--- config.mk ---
export PLATFORM = sky130hd
export DESIGN_NAME = flash_program_sequencer
export DESIGN_NICKNAME = d
export VERILOG_FILES = /design/src/rtl/flash_program_sequencer.sv
export SDC_FILE = /design/constraint.sdc
export NUM_CORES = 1
export LEC_CHECK = 0
export BUFFER_PORTS_ARGS = -buffer_cell sky130_fd_sc_hd__buf_2
export CAP_MARGIN = 20
export CORE_UTILIZATION = 55
export DETAILED_ROUTE_END_ITERATION = 12
export PLACE_DENSITY = 0.86
export SKIP_CTS_REPAIR_TIMING = 1
export SYNTH_ARGS = -nofsm -noshare
export SYNTH_HDL_FRONTEND = slang
export SYNTH_SLANG_ARGS = --single-unit
--- constraint.sdc ---
create_clock -name m2_i -period 3.4 [get_ports m2_i]
set_input_delay 0.17 -clock m2_i [delete_from_list [all_inputs] [get_ports m2_i]]
set_output_delay 0.17 -clock m2_i [all_outputs]
set_load 0.01 [all_outputs]
--- src/rtl/flash_program_sequencer.sv ---
`timescale 1ns/1ps
`default_nettype none
// ============================================================================
// Module  : flash_program_sequencer
// Purpose : JEDEC program / sector-erase / reset sequencer using idle M2 flash cycles.
// Rev     : 1.0  initial release
// ============================================================================
module flash_program_sequencer #(
  parameter int          ADDR_W     = 27,
  parameter logic [11:0] UNLOCK1    = 12'hAAA,
  parameter logic [11:0] UNLOCK2    = 12'h555,
  parameter logic [19:0] POLL_LIMIT = 20'hFFFFF
) (
  input  logic              m2_i,
  input  logic              rst_n_i,
  input  logic              cmd_start_i,
  input  logic [1:0]        cmd_op_i,
  input  logic [ADDR_W-1:0] cmd_addr_i,
  input  logic [7:0]        cmd_data_i,
  input  logic              cpu_flash_req_i,
  input  logic [7:0]        flash_dq_in_i,
  output logic              seq_grant_o,
  output logic [ADDR_W-1:0] seq_addr_o,
  output logic [7:0]        seq_data_o,
  output logic              seq_we_n_o,
  output logic              seq_oe_n_o,
  output logic              busy_o,
  output logic              done_o,
  output logic              error_o
);

  localparam logic [1:0] OP_PROG  = 2'b00;
  localparam logic [1:0] OP_ERASE = 2'b01;
  localparam logic [1:0] OP_RESET = 2'b10;
  localparam logic [1:0] OP_RSVD  = 2'b11;

  localparam logic [3:0] S_IDLE    = 4'd0;
  localparam logic [3:0] S_WR0     = 4'd1;
  localparam logic [3:0] S_WR1     = 4'd2;
  localparam logic [3:0] S_WR2     = 4'd3;
  localparam logic [3:0] S_WR3     = 4'd4;
  localparam logic [3:0] S_WR4     = 4'd5;
  localparam logic [3:0] S_WR5     = 4'd6;
  localparam logic [3:0] S_POLL    = 4'd7;
  localparam logic [3:0] S_RECHECK = 4'd8;
  localparam logic [3:0] S_ABORT   = 4'd9;
  localparam logic [3:0] S_FIN_OK  = 4'd10;
  localparam logic [3:0] S_FIN_ERR = 4'd11;

  logic [3:0]        state_q, state_d;
  logic [1:0]        op_q, op_d;
  logic [ADDR_W-1:0] addr_q, addr_d;
  logic [7:0]        data_q, data_d;
  logic [19:0]       cnt_q, cnt_d;
  logic              busy_q, busy_d, done_q, done_d, error_q, error_d;

  logic              is_write, is_read, step, is_last, target7, dq_match;
  logic [ADDR_W-1:0] u1_addr, u2_addr;
  logic              unused_dq;

  assign is_write = (state_q inside {S_WR0, S_WR1, S_WR2, S_WR3, S_WR4, S_WR5, S_ABORT});
  assign is_read  = (state_q == S_POLL) || (state_q == S_RECHECK);
  // CPU always wins: a requested CPU flash cycle freezes the sequencer for that cycle.
  assign step     = (is_write || is_read) && !cpu_flash_req_i;
  assign is_last  = ((state_q == S_WR0) && (op_q == OP_RESET)) ||
                    ((state_q == S_WR3) && (op_q == OP_PROG))  ||
                    (state_q == S_WR5);
  assign target7  = (op_q == OP_PROG) ? data_q[7] : 1'b1;
  assign dq_match = (flash_dq_in_i[7] == target7);
  assign u1_addr  = {addr_q[ADDR_W-1:12], UNLOCK1};
  assign u2_addr  = {addr_q[ADDR_W-1:12], UNLOCK2};
  assign unused_dq = ^{flash_dq_in_i[6], flash_dq_in_i[4:0]};

  always_ff @(posedge m2_i or negedge rst_n_i) begin
    if (!rst_n_i) begin
      state_q <= S_IDLE;
      op_q    <= '0;
      addr_q  <= '0;
      data_q  <= '0;
      cnt_q   <= '0;
      busy_q  <= 1'b0;
      done_q  <= 1'b0;
      error_q <= 1'b0;
    end else begin
      state_q <= state_d;
      op_q    <= op_d;
      addr_q  <= addr_d;
      data_q  <= data_d;
      cnt_q   <= cnt_d;
      busy_q  <= busy_d;
      done_q  <= done_d;
      error_q <= error_d;
    end
  end

  always_comb begin
    state_d = state_q;
    op_d    = op_q;
    addr_d  = addr_q;
    data_d  = data_q;
    cnt_d   = cnt_q;
    busy_d  = busy_q;
    done_d  = done_q;
    error_d = error_q;
    case (state_q)
      S_IDLE: begin
        if (cmd_start_i) begin
          op_d    = cmd_op_i;
          addr_d  = cmd_addr_i;
          data_d  = cmd_data_i;
          cnt_d   = '0;
          done_d  = 1'b0;
          error_d = 1'b0;
          busy_d  = 1'b1;
          state_d = (cmd_op_i == OP_RSVD) ? S_FIN_ERR : S_WR0;
        end
      end
      S_WR0, S_WR1, S_WR2, S_WR3, S_WR4, S_WR5: begin
        if (step) begin
          if (is_last) state_d = (op_q == OP_RESET) ? S_FIN_OK : S_POLL;
          else         state_d = state_q + 4'd1;
        end
      end
      S_POLL: begin
        if (step) begin
          if (dq_match) begin
            state_d = S_FIN_OK;
          end else if (flash_dq_in_i[5]) begin
            state_d = S_RECHECK;
          end else begin
            cnt_d = cnt_q + 20'd1;
            if (cnt_d == POLL_LIMIT) state_d = S_ABORT;
          end
        end
      end
      S_RECHECK: if (step) state_d = dq_match ? S_FIN_OK : S_ABORT;
      S_ABORT:   if (step) state_d = S_FIN_ERR;
      S_FIN_OK, S_FIN_ERR: state_d = S_IDLE;
      default:   state_d = S_IDLE;
    endcase
    if (state_d == S_FIN_OK) begin
      busy_d = 1'b0;
      done_d = 1'b1;
    end
    if (state_d == S_FIN_ERR) begin
      busy_d  = 1'b0;
      error_d = 1'b1;
    end
  end

  always_comb begin
    seq_grant_o = step;
    seq_we_n_o  = !(step && is_write);
    seq_oe_n_o  = !(step && is_read);
    seq_addr_o  = '0;
    seq_data_o  = '0;
    if (step) begin
      case (state_q)
        S_WR0: begin
          seq_addr_o = (op_q == OP_RESET) ? addr_q : u1_addr;
          seq_data_o = (op_q == OP_RESET) ? 8'hF0 : 8'hAA;
        end
        S_WR1: begin seq_addr_o = u2_addr; seq_data_o = 8'h55; end
        S_WR2: begin seq_addr_o = u1_addr; seq_data_o = (op_q == OP_PROG) ? 8'hA0 : 8'h80; end
        S_WR3: begin
          seq_addr_o = (op_q == OP_PROG) ? addr_q : u1_addr;
          seq_data_o = (op_q == OP_PROG) ? data_q : 8'hAA;
        end
        S_WR4:   begin seq_addr_o = u2_addr; seq_data_o = 8'h55; end
        S_WR5:   begin seq_addr_o = addr_q;  seq_data_o = 8'h30; end
        S_ABORT: begin seq_addr_o = addr_q;  seq_data_o = 8'hF0; end
        default: seq_addr_o = addr_q;
      endcase
    end
    busy_o  = busy_q;
    done_o  = done_q;
    error_o = error_q;
  end

endmodule
`default_nettype wire

==> impl_summary.txt, run 1 <==
----------------------------------------------------
[Worst setup path]
  WS Path Type ... flop to flop
  Required time of the critical path ... 3680 ps
  Crit path largest cell delay ... 560 ps
  CP delay by family, top ... simple AND/OR/NAND/NOR gates
  Crit path arrival time ... 3440 ps
  Crit Path Max Fanout ... 10
  Ordered cell list for the critical path ... ha_1 -> nand4_1 -> nor3_2 -> xnor2_1 -> a2111o_1 -> or4_1 -> a31o_1 -> nor3_1 -> a22o_1
  Sum of buffers and inverters on the critical path ... 0
  CP Capture Type ... flop
  Library cell contributing the largest single delay on the critical path ... or4_1
  Setup crit start kind ... flop

[Finish]
  Net count reported at finish ... 648
  Fraction of final layout cells sized beyond drive strength 1 ... 20.1%
  Count of antenna diodes in the layout ... 0
  Most common cell after layout, fill and taps aside ... nand2_1
  Number of standard cells in the final layout excluding fillers ... 694
  Area growth from synthesis to layout ... 18.2%
  Commonest non-fill, non-tap cells in the layout ... 147 x nand2_1, 83 x buf_2, 64 x dfrtp_1, 40 x o21ai_0, 38 x a21oi_1

[Floorplanning]
  Standard cell core area ... 0.00687 mm²
  Effective utilization at floorplan ... 57.4%
  Number of rows in the core area ... 30
  Chip Width ... 86.7 µm
  Number of top-level pins ... 90
  Die footprint ... 0.00751 mm²
  Die H ... 86.7 µm

[Detailed routing]
  Total via count in the routed design ... 4,046
  Total wire length after detailed routing ... 10,400 µm
  DR WL/cell ... 15.0 µm
  Residual DRC ... 0
  Number of design-rule violations left by the first detailed-router iteration ... 309
  First-pass iteration count of the detailed router ... 5
  Routed vias/inst ... 5.83
  Antenna-violating nets left ... 0

[Power]
  Total Power ... 3.03 mW
  Switching share of power ... 38.9%
  Internal power summed over all cells ... 1.85 mW
  Switching pwr ... 1.18 mW
  Logic gate share of total power ... 37.4%
  Portion of total power attributed to the clock network ... 24.8%
  Leakage power total ... 2.27 nW
  Maximum resistive drop on vdd ... 0.392 mV
  Register share of total power ... 37.8%
  Pwr Density ... 650 mW/mm²

[Timing]
  RSZ-0062 raised after global routing ... no
  Fin crit period ... 3160 ps
  Final Cycle Share ... 93.0%
  Final-report setup violation count ... 0
  Worst hold-check slack ... 17.1 ps
  Setup TNS Final ... 0 ps
  Least-Margin Pin Slew ... 764 ps
  Maximum operating frequency ... 316 MHz
  Max-slew violation count ... 0
  Skew final ... 5.73 ps
  Number of hold violations in the final report ... 0
  Post-route worst setup slack ... 238 ps
  Headroom to the max-slew limit ... 48.9%

[Yosys]
  Primary FF master, synth ... dfrtp_1
  Async set-reset flop share out of synthesis ... 100%
  Cell types with the largest area share after synthesis ... dfrtp_1 41%, nand2_1 14%, o21ai_0 5.1%
  Total of flip-flops plus latches after synthesis ... 64
  Synthesized instance count ... 518
  Post-synthesis sequential area ratio ... 40.6%
  Cell accounting for the most synthesized area ... dfrtp_1
  Netlist Area Pre-Place ... 0.00394 mm²
  Synthesized net count ... 573
  Synthesized area per cell ... 7.61 µm²
  Number of synthesized flops with an enable pin ... 0
  Area fraction of the dominant cell type after synthesis ... 40.6%
  Number of warnings printed during yosys synthesis ... 0
  Number of distinct library cell variants in the gate-level netlist after synthesis ... 51

[Global routing]
  Global-route total usage across every layer ... 28.5%
  Maximum number of pins on one net before global-route repair ... 47
  Wire length of the first global-routing pass ... 16,800 µm
  Antenna violations before repair ... 0
  Vias in the first global route ... 3,700
  Total congestion overflow ... 0

[CTS]
  Clock-pin transition on the worst setup and hold timing paths ... 70 ps
  Buffer levels on the longest clock path ... 2
  Number of H-tree levels ... 3
  Clk Latency, worst-skew pair ... 340 ps
  TritonCTS clock tree ... yes
  Root buffer cell ... clkbuf_8
  Sinks on Clock Net ... 64
  Total CTS buffers ... 9

[Placed design]
  DP Wirelength ... 7230 µm
  Final weighted congestion of routability-driven global placement ... 0.968
  Worst-case setup slack after placement ... 316 ps
  Quantity of I/O buffers inserted on ports ... 83
  Number of placed instances, taps included ... 677

[Run]
  Number of maximum-capacitance constraint violations ... 0

[Min path]
  Worst hold path class ... primary input to flop

[Outcome]
  Outcome ... completed

----------------------------------------------------
==> worst paths after layout <==
kind                                  startpoint                endpoint  slack, ps  cells past startpoint
max                         cnt_q[0]$_DFFE_PN0P_     error_o$_DFFE_PN0P_        240                      9
min                               cmd_addr_i[11]  addr_q[11]$_DFFE_PN0P_         20                      3
max reg2reg                 cnt_q[0]$_DFFE_PN0P_     error_o$_DFFE_PN0P_        240                      9
min reg2reg                data_q[5]$_DFFE_PN0P_   data_q[5]$_DFFE_PN0P_        470                      2
max in group asynchronous                rst_n_i  addr_q[16]$_DFFE_PN0P_       2160                      3
min in group asynchronous                rst_n_i   cnt_q[13]$_DFFE_PN0P_        300                      2
==> power by group through the flow <==
stage | clock (mW) | combinational (mW) | sequential [mW]
floorplan | 0 | 0.793 | 1.10
global placement | 0 | 1.09 | 1.15
detailed placement | 0 | 1.12 | 1.16
CTS | 0.764 | 1.12 | 1.14
global route | 0.795 | 1.27 | 1.17
finish | 0.753 | 1.13 | 1.14
==> Yosys cell counts (3+ instances only) <==
master,number
nand3b_1,3
dfrtp_1,64
o21ai_0,40
ha_1,6
buf_2,3
nor3_1,12
mux2i_1,3
and2_1,17
clkbuf_1,22
nor2_1,29
a21oi_1,38
a21o_1,4
nand3_1,16
buf_1,4
nand4_1,6
nor4_1,3
or2_2,4
xor2_1,4
o22ai_1,3
nand2_1,147
o31ai_1,15
buf_6,3
o41ai_1,4
and3_1,4
inv_1,14
nand2b_1,6
o211ai_1,5
a31oi_1,12
nor2b_1,5
==> per-layer routing <==
layer	wire length, µm	share of wire [%]	global-route usage (%)	up-vias
li1	-	-	-	1933
met1	4580	44	37.7	1921
met2	4890	47	46.8	176
met3	771	7.4	5.24	16
met4	141	1.4	10.0	0
met5	0	0	0	-
==> layout make-up <==
class	count	area (µm²)
fill	588	2210
multi-input combinational	408	2140
sequential	64	1600
timing repair buffer	96	515
clock buffer	11	151
tap	96	120
clock inverter	5	78.8
inverter	14	52.6
==> metrics by stage <==
| stage | cell area [µm²] | util [%] |
|---|---|---|
| floorplan | 3940 | - |
| global placement | 4420 | 64.4 |
| detailed placement | 4420 | 64.4 |
| CTS | 4650 | 67.7 |
| global route | 4660 | 67.9 |
| finish | 4660 | 67.9 |
==> sequential cells by signal, summed over array words and instances, names as in the netlist <==
register and count:
error_o 1, state_q 4, done_o 1, cnt_q 20
addr_q 27, busy_o 1, op_q 2, data_q 8
==> logic make-up after synthesis <==
group | count (synthesis) | synth area share [%]
AOI/OAI and AO/OA | 136 | 21.1
xor gates and xnor gates | 5 | 1.11
adders and majority gates | 6 | 1.90
buffers and inverters | 46 | 5.05
DFF | 64 | 40.6
muxes | 3 | 0.762
and+or+nand+nor | 258 | 29.5
==> worst register-to-register path, delay by kind of cell, from the launching register on <==
kind	cells	cell delay, ps
xor+xnor	1	110
simple gates	4	1380
flops	1	520
fa+ha+maj	1	370
compound gates	3	740
(Power assumes the default switching activity.)
==> run 2: changes to the inputs <==
--- a/config.mk
+++ b/config.mk
@@ -10,6 +10,7 @@
 export CORE_UTILIZATION = 55
 export DETAILED_ROUTE_END_ITERATION = 12
 export PLACE_DENSITY = 0.86
+export REMOVE_ABC_BUFFERS = 1
 export SKIP_CTS_REPAIR_TIMING = 1
 export SYNTH_ARGS = -nofsm -noshare
 export SYNTH_HDL_FRONTEND = slang
==> run 2 against run 1 <==
Against the previous run: clock-buffer cell count fell by 2; flip-flop and latch count did not move; total power fell by 0.73%; critical path type unchanged; largest power group unchanged.
==> impl_summary.txt, run 2 (synthesis gave the netlist of run 1 again) <==
----------------------------------------------------
[Timing]
  Max-slew violation count ... 0 (unchanged)
  Worst hold-check slack ... 9.67 ps (was 17.1 ps)
  Final Cycle Share ... 92.4% (was 93.0%)
  Headroom to the max-slew limit ... 48.2% (was 48.9%)
  Skew final ... 15.3 ps (was 5.73 ps)
  Number of hold violations in the final report ... 0 (unchanged)
  RSZ-0062 raised after global routing ... no (unchanged)
  Setup TNS Final ... 0 ps (unchanged)
  Maximum operating frequency ... 318 MHz (was 316 MHz)
  Least-Margin Pin Slew ... 775 ps (was 764 ps)
  Fin crit period ... 3140 ps (was 3160 ps)
  Final-report setup violation count ... 0 (unchanged)

[Global routing]
  Total congestion overflow ... 0 (unchanged)
  Vias in the first global route ... 3,696 (was 3,700)
  Global-route total usage across every layer ... 27.5% (was 28.5%)
  Maximum number of pins on one net before global-route repair ... 50 (was 47)
  Antenna violations before repair ... 0 (unchanged)
  Wire length of the first global-routing pass ... 16,300 µm (was 16,800 µm)

[Floorplanning]
  Die H ... 86.7 µm (unchanged)
  Number of rows in the core area ... 30 (unchanged)
  Effective utilization at floorplan ... 57.4% (unchanged)
  Number of top-level pins ... 90 (unchanged)
  Die footprint ... 0.00751 mm² (unchanged)
  Chip Width ... 86.7 µm (unchanged)
  Standard cell core area ... 0.00687 mm² (unchanged)

[Finish]
  Layout fillers ... 551 (was 588)
  Registers with the highest flip-flop counts ... addr_q: 27 flops, cnt_q: 20 flops, data_q: 8 flops (unchanged)
  Count of antenna diodes in the layout ... 0 (unchanged)
  Flip-flop count of the largest register, all copies and words added ... 27 (unchanged)
  Fraction of final layout cells sized beyond drive strength 1 ... 19.9% (was 20.1%)
  Net count reported at finish ... 647 (was 648)
  Area growth from synthesis to layout ... 18.3% (was 18.2%)
  Number of standard cells in the final layout excluding fillers ... 693 (was 694)
  Finished Core Util ... 67.9% (about the same)
  Commonest non-fill, non-tap cells in the layout ... 147 x nand2_1, 83 x buf_2, 64 x dfrtp_1, 40 x o21ai_0, 38 x a21oi_1 (unchanged)
  Post-route cell area ... 0.00466 mm² (about the same)
  Register containing the most flip-flops in the final layout ... addr_q (unchanged)
  Most common cell after layout, fill and taps aside ... nand2_1 (unchanged)

[CTS]
  Number of H-tree levels ... 3 (unchanged)
  Clk Latency, worst-skew pair ... 350 ps (was 340 ps)
  Clock-pin transition on the worst setup and hold timing paths ... 80 ps (was 70 ps)
  Root buffer cell ... clkbuf_8 (unchanged)
  TritonCTS clock tree ... yes (unchanged)
  Sinks on Clock Net ... 64 (unchanged)
  Buffer levels on the longest clock path ... 2 (unchanged)
  Total CTS buffers ... 9 (unchanged)

[Worst setup path]
  WS Path Type ... flop to flop (unchanged)
  Crit Path Max Fanout ... 9 (was 10)
  Crit path arrival time ... 3420 ps (was 3440 ps)
  Required time of the critical path ... 3680 ps (about the same)
  Setup crit start kind ... flop (unchanged)
  CP Capture Type ... flop (unchanged)

[Power]
  Switching pwr ... 1.19 mW (was 1.18 mW)
  Logic gate share of total power ... 36.9% (was 37.4%)
  Internal power summed over all cells ... 1.81 mW (was 1.85 mW)
  Maximum resistive drop on vdd ... 0.472 mV (was 0.392 mV)
  Register share of total power ... 38.1% (was 37.8%)
  Leakage power total ... 2.26 nW (was 2.27 nW)
  Switching share of power ... 39.7% (was 38.9%)
  Portion of total power attributed to the clock network ... 25.0% (was 24.8%)
  Pwr Density ... 645 mW/mm² (was 650 mW/mm²)

[Detailed routing]
  Antenna-violating nets left ... 0 (unchanged)
  Total wire length after detailed routing ... 9860 µm (was 10,400 µm)
  Total via count in the routed design ... 4,012 (was 4,046)
  Routed vias/inst ... 5.79 (was 5.83)
  First-pass iteration count of the detailed router ... 5 (unchanged)
  DR WL/cell ... 14.2 µm (was 15.0 µm)
  Residual DRC ... 0 (unchanged)
  Number of design-rule violations left by the first detailed-router iteration ... 413 (was 309)

[Run]
  Number of maximum-capacitance constraint violations ... 0 (unchanged)

[Placed design]
  Post-Place Cell Area ... 0.00441 mm² (was 0.00442 mm²)
  Number of placed instances, taps included ... 675 (was 677)
  DP Wirelength ... 6840 µm (was 7230 µm)
  Quantity of I/O buffers inserted on ports ... 83 (unchanged)
  Final weighted congestion of routability-driven global placement ... 0.904 (was 0.968)

[Outcome]
  Outcome ... completed (unchanged)

[Min path]
  Worst hold path class ... primary input to flop (unchanged)

----------------------------------------------------
==> run 2: changes by cell type in the layout (fill, tap and decap cells not counted), sizes merged <==
cell and change:
clkbuf -2, inv +2, clkinv -1, clkinvlp +1, buf -1
==> run 2: path summary, 6_finish.rpt <==
kind                       depth (start not counted)                endpoint              startpoint  slack, ps
setup reg to reg                                   9     error_o$_DFFE_PN0P_    cnt_q[1]$_DFFE_PN0P_        260
setup / recovery                                   9     error_o$_DFFE_PN0P_    cnt_q[1]$_DFFE_PN0P_        260
hold reg to reg                                    2  addr_q[25]$_DFFE_PN0P_  addr_q[25]$_DFFE_PN0P_        470
max in group asynchronous                          3  addr_q[10]$_DFFE_PN0P_                 rst_n_i       2410
hold / removal                                     3  addr_q[24]$_DFFE_PN0P_          cmd_addr_i[24]         10
min in group asynchronous                          2    cnt_q[8]$_DFFE_PN0P_                 rst_n_i        350
==> run 2: area by class of cell <==
type	count	area, µm²	area share, %
Sequential cell	64	1600	34.3
Timing Repair Buffer	95	520	11.2
Clock inverter	7	103	2.20
Multi-Input combinational cell	408	2140	45.9
Inverter	14	52.6	1.13
Tap cell	96	120	2.58
Clock buffer	9	124	2.66
==> run 2: metrics by stage <==
stage	setup slack (ps)	power [mW]
3_5_place_dp	283	2.25
3_3_place_gp	439	2.20
2_1_floorplan	415	1.86
5_1_grt	8.51	3.23
6_report	259	3.01
4_1_cts	290	3.00
==> run 2: metal layers <==
layer	global-route usage, %	vias to the layer above	part of all wire, %
li1	-	1936	-
met1	35.9	1863	44
met2	43.0	182	47
met3	5.05	31	6.1
met4	15.5	0	2.8
met5	0	-	0
==> run 2: critical path, cell delays in order, from the launching register on <==
cell and delay [ps]:
dfrtp_1 490, ha_1 360, nand4_1 200, nor3_2 360, xnor2_1 110, a2111o_1 340, or4_1 570, a31o_1 240
nor3_1 260, a22o_1 160
==> run 2: power by group through the flow <==
stage	Combinational [mW]	Clock, mW	Sequential (mW)
finish	1.11	0.753	1.15
global route	1.25	0.798	1.18
CTS	1.10	0.758	1.14
detailed placement	1.10	0	1.15
global placement	1.06	0	1.14
floorplan	0.743	0	1.11
